[src/rtl/denorm_pkg.sv]
// Shared types and constants for the denormalization stage.
package denorm_pkg;

    // Scale-register status: IDLE waits for a scale, LOADED drains the vector.
    typedef enum logic {
        IDLE   = 1'b0,
        LOADED = 1'b1
    } state_e;

    localparam int FRAC_DEF = 8;

    // Half an LSB of the Q0.FRAC input, added before truncation for round-half-up.
    function automatic int unsigned round_const(input int unsigned frac);
        return 32'd1 << (frac - 1);
    endfunction

    // Largest unsigned value representable in w bits.
    function automatic longint unsigned sat_limit(input int unsigned w);
        return (64'd1 << w) - 64'd1;
    endfunction

endpackage

[src/rtl/denorm_fifo.sv]
// Synchronous FIFO with count-derived full/empty; head word is read combinationally.
module denorm_fifo #(
    parameter int W     = 8,
    parameter int DEPTH = 8
) (
    input  logic                       clk,
    input  logic                       reset,
    input  logic                       push_i,
    input  logic                       pop_i,
    input  logic [W-1:0]               wdata_i,
    output logic [W-1:0]               rdata_o,
    output logic [$clog2(DEPTH):0]     count_o,
    output logic                       full_o,
    output logic                       empty_o
);
    localparam int AW = $clog2(DEPTH);
    localparam int CW = AW + 1;

    logic [W-1:0]  mem_q [DEPTH];
    logic [AW-1:0] wr_ptr_q, rd_ptr_q;
    logic [CW-1:0] count_q;

    // Storage write; contents need no reset because count gates every read.
    always_ff @(posedge clk) begin
        if (push_i) begin
            mem_q[wr_ptr_q] <= wdata_i;
        end
    end

    // Pointers wrap naturally at DEPTH (power of two); count tracks occupancy.
    always_ff @(posedge clk) begin
        if (reset) begin
            wr_ptr_q <= '0;
            rd_ptr_q <= '0;
            count_q  <= '0;
        end else begin
            if (push_i) wr_ptr_q <= wr_ptr_q + AW'(1);
            if (pop_i)  rd_ptr_q <= rd_ptr_q + AW'(1);
            case ({push_i, pop_i})
                2'b10:   count_q <= count_q + CW'(1);
                2'b01:   count_q <= count_q - CW'(1);
                default: count_q <= count_q;
            endcase
        end
    end

    assign rdata_o = mem_q[rd_ptr_q];
    assign count_o = count_q;
    assign full_o  = (count_q == CW'(DEPTH));
    assign empty_o = (count_q == '0);

endmodule

[src/rtl/denorm.sv]
// Rebuilds unsigned magnitudes from Q0.FRAC normalized words and the original sum.
// A pop captures the head word and the current scale; the multiply-round-saturate
// result is registered on the following edge.
module denorm
    import denorm_pkg::*;
#(
    parameter int bw    = 4,
    parameter int FRAC  = FRAC_DEF,
    parameter int DEPTH = 8
) (
    input  logic            clk,
    input  logic            reset,
    input  logic            scale_wr,
    input  logic [2*bw-1:0] scale_in,
    input  logic            wr,
    input  logic [2*bw-1:0] in,
    input  logic            rd,
    output logic [bw-1:0]   out,
    output logic            o_valid,
    output logic            o_full,
    output logic            o_empty,
    output logic            o_loaded,
    output logic            o_err
);
    localparam int DW = 2 * bw;
    localparam int PW = 4 * bw;
    localparam int CW = $clog2(DEPTH) + 1;
    localparam logic [PW:0] ROUND = (PW+1)'(round_const(FRAC));
    localparam logic [PW:0] LIMIT = (PW+1)'(sat_limit(bw));

    state_e        state_q, state_d;
    logic [DW-1:0] scale_q, scale_d;
    logic          err_q, err_d;
    logic          pipe_v_q;
    logic [DW-1:0] pipe_word_q, pipe_scale_q;
    logic [bw-1:0] out_q;
    logic          valid_q;

    logic          pop, push;
    logic [DW-1:0] f_head;
    logic [CW-1:0] f_count;
    logic          f_full, f_empty;

    logic [PW-1:0] prod;
    logic [PW:0]   rnd, shifted;
    logic [bw-1:0] sat_out;

    denorm_fifo #(.W(DW), .DEPTH(DEPTH)) u_fifo (
        .clk     (clk),
        .reset   (reset),
        .push_i  (push),
        .pop_i   (pop),
        .wdata_i (in),
        .rdata_o (f_head),
        .count_o (f_count),
        .full_o  (f_full),
        .empty_o (f_empty)
    );

    // Next state, scale load and protocol-error detection.
    always_comb begin
        pop     = (state_q == LOADED) && rd && !f_empty;
        push    = wr && (!f_full || pop);
        state_d = state_q;
        scale_d = scale_q;
        err_d   = err_q;
        if (wr && !push) err_d = 1'b1;
        if (scale_wr) begin
            // A re-load mid-vector would corrupt the remaining words, so it is refused.
            if (state_q == IDLE || f_empty) begin
                scale_d = scale_in;
                state_d = LOADED;
            end else begin
                err_d = 1'b1;
            end
        end
        if (pop && f_count == CW'(1) && !push) state_d = IDLE;
    end

    // Multiply, round half up, saturate to bw bits.
    always_comb begin
        prod    = PW'(pipe_word_q) * PW'(pipe_scale_q);
        rnd     = {1'b0, prod} + ROUND;
        shifted = rnd >> FRAC;
        sat_out = (shifted > LIMIT) ? bw'(LIMIT) : shifted[bw-1:0];
    end

    // Control state, capture stage and output register.
    always_ff @(posedge clk) begin
        if (reset) begin
            state_q      <= IDLE;
            scale_q      <= '0;
            err_q        <= 1'b0;
            pipe_v_q     <= 1'b0;
            pipe_word_q  <= '0;
            pipe_scale_q <= '0;
            out_q        <= '0;
            valid_q      <= 1'b0;
        end else begin
            state_q  <= state_d;
            scale_q  <= scale_d;
            err_q    <= err_d;
            pipe_v_q <= pop;
            if (pop) begin
                pipe_word_q  <= f_head;
                pipe_scale_q <= scale_q;
            end
            valid_q <= pipe_v_q;
            if (pipe_v_q) out_q <= sat_out;
        end
    end

    assign out      = out_q;
    assign o_valid  = valid_q;
    assign o_full   = f_full;
    assign o_empty  = f_empty;
    assign o_loaded = (state_q == LOADED);
    assign o_err    = err_q;

endmodule

[config.mk]
export PLATFORM = sky130hd
export DESIGN_NAME = denorm
export DESIGN_NICKNAME = d
export VERILOG_FILES = /design/src/rtl/denorm_pkg.sv /design/src/rtl/denorm_fifo.sv /design/src/rtl/denorm.sv
export SDC_FILE = /design/constraint.sdc
export NUM_CORES = 1
export LEC_CHECK = 0
export CORE_ASPECT_RATIO = 1.2
export CORE_MARGIN = 2
export CORE_UTILIZATION = 60
export DETAILED_ROUTE_END_ITERATION = 10
export HOLD_SLACK_MARGIN = 0.05
export PLACE_DENSITY_LB_ADDON = 0.08
export SYNTH_ARGS = -nofsm -noshare
export SYNTH_HDL_FRONTEND = slang
export SYNTH_HIERARCHICAL = 1
export SYNTH_SLANG_ARGS = --single-unit
[constraint.sdc]
create_clock -name clk -period 5.71 [get_ports clk]
set_clock_uncertainty 0.05 [all_clocks]
set_input_delay 1.142 -clock clk [delete_from_list [all_inputs] [get_ports clk]]
set_output_delay 1.142 -clock clk [all_outputs]
set_load 0.02 [all_outputs]
==> results of run 1 <==
final cells by class:
class	instances	area share [%]
inverters	48	2.52
clock inverters	6	1.09
flip-flops and latches	109	39.5
multi-input cells	375	46.9
repair buffers	33	4.49
well taps	129	2.26
clock buffers	9	3.16
metrics by stage:
stage | instance area [um^2] | util [%] | power [uW]
after global routing | 7140 | 67.9 | 1750
after detailed placement | 6840 | 65.0 | 1070
after floorplan | 6470 | - | 1020
final | 7140 | 67.9 | 1680
after global placement | 6840 | 65.0 | 1070
after CTS | 7140 | 67.9 | 1700
layer usage:
| layer | up-vias | GRT usage [%] | routed length (um) |
|---|---|---|---|
| met3 | 23 | 3.27 | 189 |
| met2 | 41 | 38.8 | 6410 |
| met5 | - | 0 | 0 |
| met1 | 2015 | 25.9 | 5070 |
| li1 | 1974 | - | - |
| met4 | 0 | 9.93 | 399 |
worst max-delay path: cells and delay by family, from the launching register on:
kind | cells | cell delay, ns
and+or+nand+nor | 5 | 1.14
AOI/OAI and AO/OA | 2 | 0.37
buffers and inverters | 3 | 0.14
adders and majority gates | 5 | 2.37
DFF | 1 | 0.48
synthesized netlist by cell type (2+ instances only):
master / number / share of area (%)
edfxtp_1: 64 / 30
nand2_1: 60 / 3.5
inv_1: 47 / 2.7
ha_1: 46 / 8.9
dfxtp_1: 45 / 14
and2_1: 43 / 4.2
a21oi_1: 37 / 2.9
fa_1: 35 / 11
nor2_1: 33 / 1.9
mux4_1: 15 / 6.1
mux2i_1: 11 / 1.7
mux2_2: 10 / 1.7
clkbuf_1: 8 / 0.46
o21ai_0: 7 / 0.54
nor3_1: 6 / 0.46
xor2_1: 6 / 0.81
a31oi_1: 5 / 0.48
xnor2_1: 5 / 0.68
nand2b_1: 4 / 0.39
nand3_1: 4 / 0.31
o21bai_1: 4 / 0.46
a211oi_1: 3 / 0.35
a21o_1: 3 / 0.35
and3_1: 3 / 0.29
nor2b_1: 3 / 0.29
nor4b_1: 3 / 0.41
a21o_2: 2 / 0.27
a41oi_1: 2 / 0.27
buf_1: 2 / 0.12
buf_2: 2 / 0.15
buf_6: 2 / 0.35
clkbuf_8: 2 / 0.43
o41ai_1: 2 / 0.27
or2_2: 2 / 0.19
or2b_2: 2 / 0.27
sequential cells by signal (all words and copies together), names as in the netlist, named ones only:
| register | count |
|---|---|
| o_valid | 1 |
| out | 4 |
| u_fifo/count_o | 4 |
| pipe_word_q | 8 |
| pipe_v_q | 1 |
| u_fifo/rd_ptr_q | 3 |
| pipe_scale_q | 8 |
| scale_q | 8 |
| o_err | 1 |
| u_fifo/mem_q | 64 |
| u_fifo/wr_ptr_q | 3 |
| o_loaded | 1 |
logic make-up (layout without fill, tap and decap cells):
family          after synthesis  count (layout)  share of synthesized area, %
buf+inv                      65              96                          4.61
compound gates               72              72                          6.77
simple gates                174             174                          13.9
fa+ha+maj                    81              81                          19.7
mux                          37              37                          9.89
xor+xnor                     11              11                          1.49
flops                       109             109                          43.7
report_power, final:
group | total [uW] | internal, uW | switching (uW)
sequential | 900 | 865 | 34.3
clock | 624 | 346 | 278
combinational | 157 | 79.6 | 77.5
total | 1680 | 1290 | 390
worst min path at each step:
| stage | endpoint | slack (ns) |
|---|---|---|
| 2_1_floorplan | pipe_scale_q[0] | 0.38 |
| 3_3_place_gp | pipe_scale_q[7] | 0.41 |
| 6_report | pipe_scale_q[7] | 0.42 |
| 5_1_grt | pipe_scale_q[7] | 0.46 |
| 4_1_cts | pipe_scale_q[7] | 0.43 |
| 3_5_place_dp | pipe_scale_q[7] | 0.41 |
==> summary.txt, run 1 <==
Clock tree
  – Maximum clock path buffer count: 2
  – Worst-path clk slew: 0.07 ns
  – H-Tree Depth: 3
  – Clk_lat worst skew: 0.34 ns
  – Cts bufs inserted: 9
  – Post-CTS Setup Inserts: 0
  – CTS tree: done
  – CTS Hold Bufs: 0
  – Sinks on Clock Net: 109
  – CTS Root Cell: clkbuf_16
  – # resized after CTS: 0

Detailed routing
  – Final antenna-violating net count: 0
  – DR iter-0 viols: 147
  – DR WL/cell: 17.0 um
  – DR vias/cell: 5.72
  – Post-Route WL: 12100 um
  – Routed vias: 4053
  – Drt pass-1 iters: 4
  – DRC errors left: 0

Placed design
  – Hpwl dp: 9020 um
  – Buffers on Ports: 29
  – Post-Place Setup Slack: 1.01 ns
  – Placed cells: 694
  – GPL Wtd Cong: 0.879

STA
  – Fin. max-slew vios: 0
  – Final Cycle Share: 82.2%
  – Final Hold Fails: 0
  – Fin crit period: 4.70 ns
  – Fin Hold WS: 0.422 ns
  – Worst slew pin tran: 0.936 ns
  – Fmax achieved: 213 MHz
  – Max-slew headroom: 37.4%
  – RSZ-0062 raised after global routing: no
  – Final setup viols: 0
  – TNS Setup: 0 ns
  – Setup ws final: 1.01 ns

Synthesis
  – Mean post-synth cell area: 11.8 um^2
  – FF+latch count, synth: 109
  – Number of synthesized flops with an enable pin: 64
  – Post-synth top flop: edfxtp_1
  – Ys async rst share: 0%
  – Sequential share of the synthesized area: 43.7%
  – Syn nets: 651
  – Netlist cell types: 56
  – Ys Warns: 6
  – Netlist Area Pre-Place: 6470 um^2
  – Syn Inst Count: 549

Global routing
  – Vias in the first global route: 4160
  – Pin count of the biggest net entering global routing: 45
  – First-pass GRT wire length: 20000 um
  – Initial antenna violation count: 0
  – Grt ovf: 0
  – GRT Total Usage: 21.8%

Layout
  – Layout cells sized above 1: 7.07%
  – Layout Cells excl Fill: 709
  – Commonest non-fill, non-tap cell in the layout: edfxtp_1
  – Layout overhead on the synthesized area: 10.4%
  – Most frequent cells in the layout: edfxtp_1, nand2_1, inv_1
  – FILL cells: 774
  – FF+latch area: 2820 um^2
  – Area occupied by multi-input gates: 3350 um^2
  – N_diodes: 0
  – # nets final: 678

Worst setup path
  – Flop2flop setup slack: 1.01 ns
  – Crit Path Max Fanout: 9
  – CP Launch Point: pipe_scale_q[5]
  – Reg-to-Reg Start: pipe_scale_q[5]
  – Worst path most repeated cell: fa_1
  – Crit Reg-Reg Endpoint: out[2]
  – CP endpoint: out[2]
  – Worst-path cell chain: nand2_1 > fa_1 > fa_1 > inv_1 > fa_1 > inv_1 > fa_1 > inv_1 > ha_1 > nand4_1 > o22ai_1 > or4b_1 > nor4bb_1 > nor3_2 > a31oi_1
  – Reg2reg path depth: 15
  – CP Launch Type: flop
  – Required @ worst endpoint: 5.87 ns
  – Critical Path AT: 4.85 ns
  – Critical Setup Path Class: flop to flop
  – Critical path's slowest cell: fa_1
  – CP Capture Type: flop
  – Biggest cell delay along the critical path: 0.53 ns

Power
  – Maximum vdd drop: 0.200 mV
  – Pleak: 0.00298 uW
  – Power Dens Cells: 235 nW/um^2

Min path
  – Critical hold path startpoint: scale_q[7]
  – WHS Path Cells: 2
  – Worst hold path type: flop to flop

Job
  – Max Cap Viol: 0

Die
  – Die Ht: 118 um
  – Core footprint: 10500 um^2
  – Initial core utilization: 61.5%
  – Die footprint: 11600 um^2
  – Io pins: 30
  – Die X: 98.8 um
  – Number of cell rows: 41

Run status
  – Status: complete, no violations
(Power assumes the default switching activity.)
==> inputs of run 2 (changes only) <==
==> constraint.sdc (replaced) <==
create_clock -name clk -period 4.75 [get_ports clk]
set_clock_uncertainty 0.05 [all_clocks]
set_input_delay 0.95 -clock clk [delete_from_list [all_inputs] [get_ports clk]]
set_output_delay 0.95 -clock clk [all_outputs]
set_load 0.02 [all_outputs]
==> run 2 against run 1 <==
Against the previous run:
- first-iteration DRC count shrank 8.2%
- count of clock-buffer cells in the layout is the same
- power grew 19%
- critical path type unchanged
- register-to-register slack lost 0.72 ns
==> summary.txt, run 2 (synthesis gave the netlist of run 1 again) <==
Worst setup path
  – Crit Path Max Fanout: 9 (unchanged)
  – Required @ worst endpoint: 4.92 ns (-0.95 ns)
  – CP Capture Type: flop
  – Reg2reg path depth: 15 (unchanged)
  – Critical Setup Path Class: flop to flop
  – Critical Path AT: 4.63 ns (-0.22 ns)
  – CP Launch Type: flop

Layout
  – Register with the most flip-flops: u_fifo/mem_q
  – N_diodes: 0 (unchanged)
  – Largest register FFs: 64 (unchanged)
  – Commonest non-fill, non-tap cell in the layout: edfxtp_1
  – Most frequent cells in the layout: edfxtp_1, nand2_1, inv_1
  – Layout overhead on the synthesized area: 12.0%
  – Layout cells sized above 1: 10.7% (+3.6 points)
  – # nets final: 687 (+1.3%)

Power
  – Comb power frac: 9.6% (+0.3 points)
  – Sw Share: 24.6% (+1.4 points)
  – Clk pwr share: 36.4% (-0.7 points)
  – Pwr Total: 2000 uW (+19%)
  – Sequential power share: 54.0% (+0.5 points)
  – Int Power: 1510 uW (+17%)
  – Pleak: 0.00304 uW (+1.7%)
  – Switching pwr: 492 uW (+26%)
  – Maximum vdd drop: 0.312 mV (+56%)
  – Power Dens Cells: 276 nW/um^2 (+17%)

Clock tree
  – Sinks on Clock Net: 109 (unchanged)
  – CTS tree: done
  – H-Tree Depth: 3 (unchanged)
  – Cts bufs inserted: 9 (unchanged)
  – Worst-path clk slew: 0.07 ns (about the same)
  – Clk_lat worst skew: 0.35 ns (about the same)
  – CTS Hold Bufs: 0 (unchanged)
  – Maximum clock path buffer count: 2 (unchanged)
  – CTS Root Cell: clkbuf_16

Run status
  – Status: complete, no violations

STA
  – RSZ-0062 raised after global routing: no
  – Fin. max-slew vios: 0 (unchanged)
  – Fin crit period: 4.45 ns (-0.243 ns)
  – Final Cycle Share: 93.8% (+12 points)
  – TNS Setup: 0 ns (unchanged)
  – Final setup viols: 0 (unchanged)
  – Max-slew headroom: 37.7% (+0.28 points)
  – Final Hold Fails: 0 (unchanged)
  – Worst slew pin tran: 0.931 ns (-0.00419 ns)
  – Fmax achieved: 225 MHz (+5.4%)

Placed design
  – GPL Wtd Cong: 0.879 (about the same)
  – Hpwl dp: 9230 um (+2.4%)
  – Buffers on Ports: 29 (unchanged)

Job
  – Max Cap Viol: 0 (unchanged)

Die
  – Die footprint: 11600 um^2 (unchanged)
  – Core footprint: 10500 um^2 (unchanged)
  – Die Ht: 118 um (unchanged)
  – Number of cell rows: 41 (unchanged)
  – Die X: 98.8 um (unchanged)
  – Io pins: 30 (unchanged)
  – Initial core utilization: 61.5% (unchanged)

Min path
  – Worst hold path type: flop to flop
  – WHS Path Cells: 2 (unchanged)

Detailed routing
  – Drt pass-1 iters: 4 (unchanged)
  – DR iter-0 viols: 135 (-8.2%)
  – DR vias/cell: 5.68 (-0.71%)
  – Post-Route WL: 12300 um (+1.7%)
  – Routed vias: 4081 (+0.69%)
  – DR WL/cell: 17.1 um (+0.30%)
  – DRC errors left: 0 (unchanged)
  – Final antenna-violating net count: 0 (unchanged)

Global routing
  – First-pass GRT wire length: 20400 um (+2.1%)
  – Grt ovf: 0 (unchanged)
  – Initial antenna violation count: 0 (unchanged)
  – Vias in the first global route: 4238 (+1.9%)
  – GRT Total Usage: 22.5% (+0.62 points)
  – Pin count of the biggest net entering global routing: 45 (unchanged)
[run 2: cell count changes in the layout (fill, tap and decap cells not counted), moves of 2 or more]
cell,change
buf_4,+9
dfxtp_1,-10
dfxtp_2,+8
dfxtp_4,+2
[run 2: cell type report]
| class | instances | area, um^2 |
|---|---|---|
| multi-input combinational | 375 | 3380 |
| fill | 797 | 3270 |
| sequential | 109 | 2840 |
| timing repair buffer | 42 | 388 |
| clock buffer | 9 | 225 |
| inverter | 48 | 180 |
| tap | 129 | 161 |
| clock inverter | 7 | 67.6 |
[run 2: path summary, 6_finish.rpt]
kind / startpoint / end / slack, ns
worst min-delay path: scale_q[7] / pipe_scale_q[7] / 0.42
worst max-delay path: pipe_scale_q[5] / out[1] / 0.30
worst max register to register: pipe_scale_q[5] / out[1] / 0.30
worst min register to register: scale_q[7] / pipe_scale_q[7] / 0.42
[run 2: layer usage]
metal  share of wire, %  up-vias  track usage (%)
met5                  0        -                0
met4                3.2        0             8.48
met2                 54       54             40.7
met1                 41     1997             26.3
li1                   -     2001                -
met3                2.0       29             3.98
[run 2: timing repair]
item,CTS,global route
gates resized for setup,0,16
buffers inserted,0,0
endpoints found under the setup margin,0,4
[run 2: worst max-delay path: stages (launching register included)]
cell and delay, ns:
dfxtp_4 0.39, nand2_1 0.08, fa_1 0.50, fa_1 0.49, inv_1 0.05, fa_1 0.52, inv_1 0.05, fa_1 0.52
inv_1 0.06, ha_4 0.28, nand4_1 0.13, o221a_1 0.34, a21o_1 0.21, and4_4 0.20, nor4b_4 0.35, a31oi_1 0.12
[run 2: power groups by stage]
stage               Combinational (uW)  Sequential (uW)  Clock [uW]
global route                       211             1090         784
CTS                                194             1080         749
finish                             192             1080         728
global placement                   188             1100           0
floorplan                          134             1090           0
detailed placement                 193             1100           0
[run 2: metrics by stage]
step,cells,cell area (um^2),setup WS (ns),utilization [%],hold slack [ns]
6_report,719,7240,0.297,68.9,0.417
5_1_grt,719,7240,0.0117,68.9,0.448
4_1_cts,719,7190,0.0905,68.4,0.421
3_5_place_dp,703,6900,0.115,65.6,0.407
3_3_place_gp,703,6900,0.233,65.6,0.404
2_1_floorplan,549,6470,0.464,-,0.379
==> inputs of run 3 (changes only) <==
--- a/config.mk
+++ b/config.mk
@@ -5,12 +5,13 @@
 export SDC_FILE = /design/constraint.sdc
 export NUM_CORES = 1
 export LEC_CHECK = 0
+export CAP_MARGIN = 10
 export CORE_ASPECT_RATIO = 1.2
 export CORE_MARGIN = 2
 export CORE_UTILIZATION = 60
 export DETAILED_ROUTE_END_ITERATION = 10
 export HOLD_SLACK_MARGIN = 0.05
-export PLACE_DENSITY_LB_ADDON = 0.08
+export PLACE_DENSITY = 0.79
 export SYNTH_ARGS = -nofsm -noshare
 export SYNTH_HDL_FRONTEND = slang
 export SYNTH_HIERARCHICAL = 1
==> run 3 against run 2 <==
Against the previous run:
- critical path depth unchanged
- hold slack got worse by 0.0055 ns
- first-iteration DRC count increased by 35%
- maximum frequency decreased by 2.5%
- power decreased by 0.82%
- sequential power about the same
- clock power decreased by 2.7%
- routed wire length decreased by 2.5%
- combinational power about the same
- sequential share of layout area increased by 0.097 points
- non-clock buffer count decreased by 2
- largest power group unchanged
==> summary.txt, run 3 (synthesis gave the netlist of run 1 again) <==
STA
  – Final Hold Fails: 0 (unchanged)
  – Final setup viols: 0 (unchanged)
  – Fin. max-slew vios: 0 (unchanged)
  – Final Cycle Share: 96.2% (+2.4 points)
  – Worst slew pin tran: 0.880 ns (-0.0517 ns)
  – RSZ-0062 raised after global routing: no
  – Fin crit period: 4.57 ns (+0.116 ns)
  – Max-slew headroom: 41.1% (+3.5 points)
  – TNS Setup: 0 ns (unchanged)
  – Fmax achieved: 219 MHz (-2.5%)

Worst setup path
  – Crit Path Max Fanout: 9 (unchanged)
  – Required @ worst endpoint: 4.91 ns (about the same)
  – CP Launch Type: flop
  – Critical Path AT: 4.73 ns (+0.10 ns)
  – CP Capture Type: flop
  – Critical Setup Path Class: flop to flop

Global routing
  – Initial antenna violation count: 0 (unchanged)
  – Grt ovf: 0 (unchanged)
  – First-pass GRT wire length: 20000 um (-1.9%)
  – Vias in the first global route: 4184 (-1.3%)
  – Pin count of the biggest net entering global routing: 45 (unchanged)
  – GRT Total Usage: 21.9% (-0.60 points)

Detailed routing
  – DRC errors left: 0 (unchanged)
  – DR vias/cell: 5.68 (+0.13%)
  – DR WL/cell: 16.7 um (-2.3%)
  – Final antenna-violating net count: 0 (unchanged)
  – Routed vias: 4075 (-0.15%)
  – Drt pass-1 iters: 4 (unchanged)
  – DR iter-0 viols: 182 (+35%)
  – Post-Route WL: 12000 um (-2.5%)

Layout
  – Register with the most flip-flops: u_fifo/mem_q
  – N_diodes: 0 (unchanged)
  – Most frequent cells in the layout: edfxtp_1, nand2_1, inv_1
  – Layout Cells excl Fill: 717 (-0.28%)
  – Fin area: 7210 um^2 (-0.47%)
  – Layout overhead on the synthesized area: 11.5%
  – Layout cells sized above 1: 10.4% (-0.30 points)
  – Commonest non-fill, non-tap cell in the layout: edfxtp_1
  – Fin util: 68.5% (-0.32 points)
  – Largest register FFs: 64 (unchanged)
  – # nets final: 685 (-0.29%)

Power
  – Pleak: 0.00301 uW (-0.70%)
  – Maximum vdd drop: 0.241 mV (-23%)
  – Power Dens Cells: 275 nW/um^2 (-0.36%)

Clock tree
  – Worst-path clk slew: 0.07 ns (about the same)
  – Clk_lat worst skew: 0.34 ns (about the same)
  – Sinks on Clock Net: 109 (unchanged)
  – Maximum clock path buffer count: 2 (unchanged)
  – Cts bufs inserted: 9 (unchanged)
  – H-Tree Depth: 3 (unchanged)
  – CTS Root Cell: clkbuf_16
  – CTS tree: done

Placed design
  – Area after DPL: 6880 um^2 (-0.22%)
  – Buffers on Ports: 29 (unchanged)
  – Placed cells: 701 (-0.28%)
  – GPL Wtd Cong: 0.860 (-2.2%)
  – Hpwl dp: 8990 um (-2.6%)

Die
  – Die X: 98.8 um (unchanged)
  – Die footprint: 11600 um^2 (unchanged)
  – Io pins: 30 (unchanged)
  – Number of cell rows: 41 (unchanged)
  – Core footprint: 10500 um^2 (unchanged)
  – Initial core utilization: 61.5% (unchanged)
  – Die Ht: 118 um (unchanged)

Min path
  – Worst hold path type: flop to flop

Run status
  – Status: complete, no violations

Job
  – Max Cap Viol: 0 (unchanged)
==> run 3: final cells by class <==
| type | count | area [um^2] |
|---|---|---|
| repair buffers | 40 | 373 |
| multi-input cells | 375 | 3370 |
| inverters | 48 | 180 |
| clock inverters | 7 | 62.6 |
| flip-flops and latches | 109 | 2830 |
| clock buffers | 9 | 225 |
| fillers | 788 | 3310 |
| well taps | 129 | 161 |
==> run 3: worst max-delay path: stages, from the launching register on <==
cell and delay (ns):
dfxtp_2 0.41, nand2_1 0.10, fa_1 0.51, fa_1 0.50
inv_1 0.06, fa_1 0.54, inv_1 0.06, fa_1 0.52
inv_1 0.04, ha_1 0.33, nand4_1 0.16, o22ai_2 0.19
or4b_1 0.44, nor4bb_1 0.15, nor3_2 0.24, a31oi_1 0.15
==> run 3: power by group <==
part	internal, uW	switching [uW]
logic	98.8	96.4
clock network	367	341
registers	1040	37.9
total	1510	476
==> run 3: repair_timing <==
item                                    CTS  global route
endpoints found under the setup margin    0             4
hold buffers                              0             0
setup buffers                             0             0
resized for setup                         0            14
==> run 3: layer usage <==
| layer | part of all wire, % | vias to the layer above | wire [um] | track usage, % |
|---|---|---|---|---|
| met5 | 0 | - | 0 | 0 |
| met4 | 2.0 | 0 | 234 | 7.79 |
| met3 | 3.4 | 20 | 404 | 3.50 |
| met2 | 54 | 89 | 6450 | 40.0 |
| met1 | 41 | 1973 | 4880 | 25.7 |
| li1 | - | 1993 | - | - |
==> run 3: path summary, 6_finish.rpt <==
path | to | cells after the start | startpoint | slack (ns)
worst min-delay path | pipe_scale_q[6] | 2 | scale_q[6] | 0.41
worst min register to register | pipe_scale_q[6] | 2 | scale_q[6] | 0.41
worst max-delay path | out[0] | 15 | pipe_word_q[2] | 0.18
worst max register to register | out[0] | 15 | pipe_word_q[2] | 0.18
==> run 3: per-stage QoR <==
step / total power (uW) / setup WS (ns) / hold WS (ns)
2_1_floorplan: 1220 / 0.464 / 0.379
3_3_place_gp: 1280 / 0.248 / 0.390
3_5_place_dp: 1300 / 0.0554 / 0.398
4_1_cts: 2000 / 0.0526 / 0.412
5_1_grt: 2070 / 0.00548 / 0.430
6_report: 1980 / 0.181 / 0.411
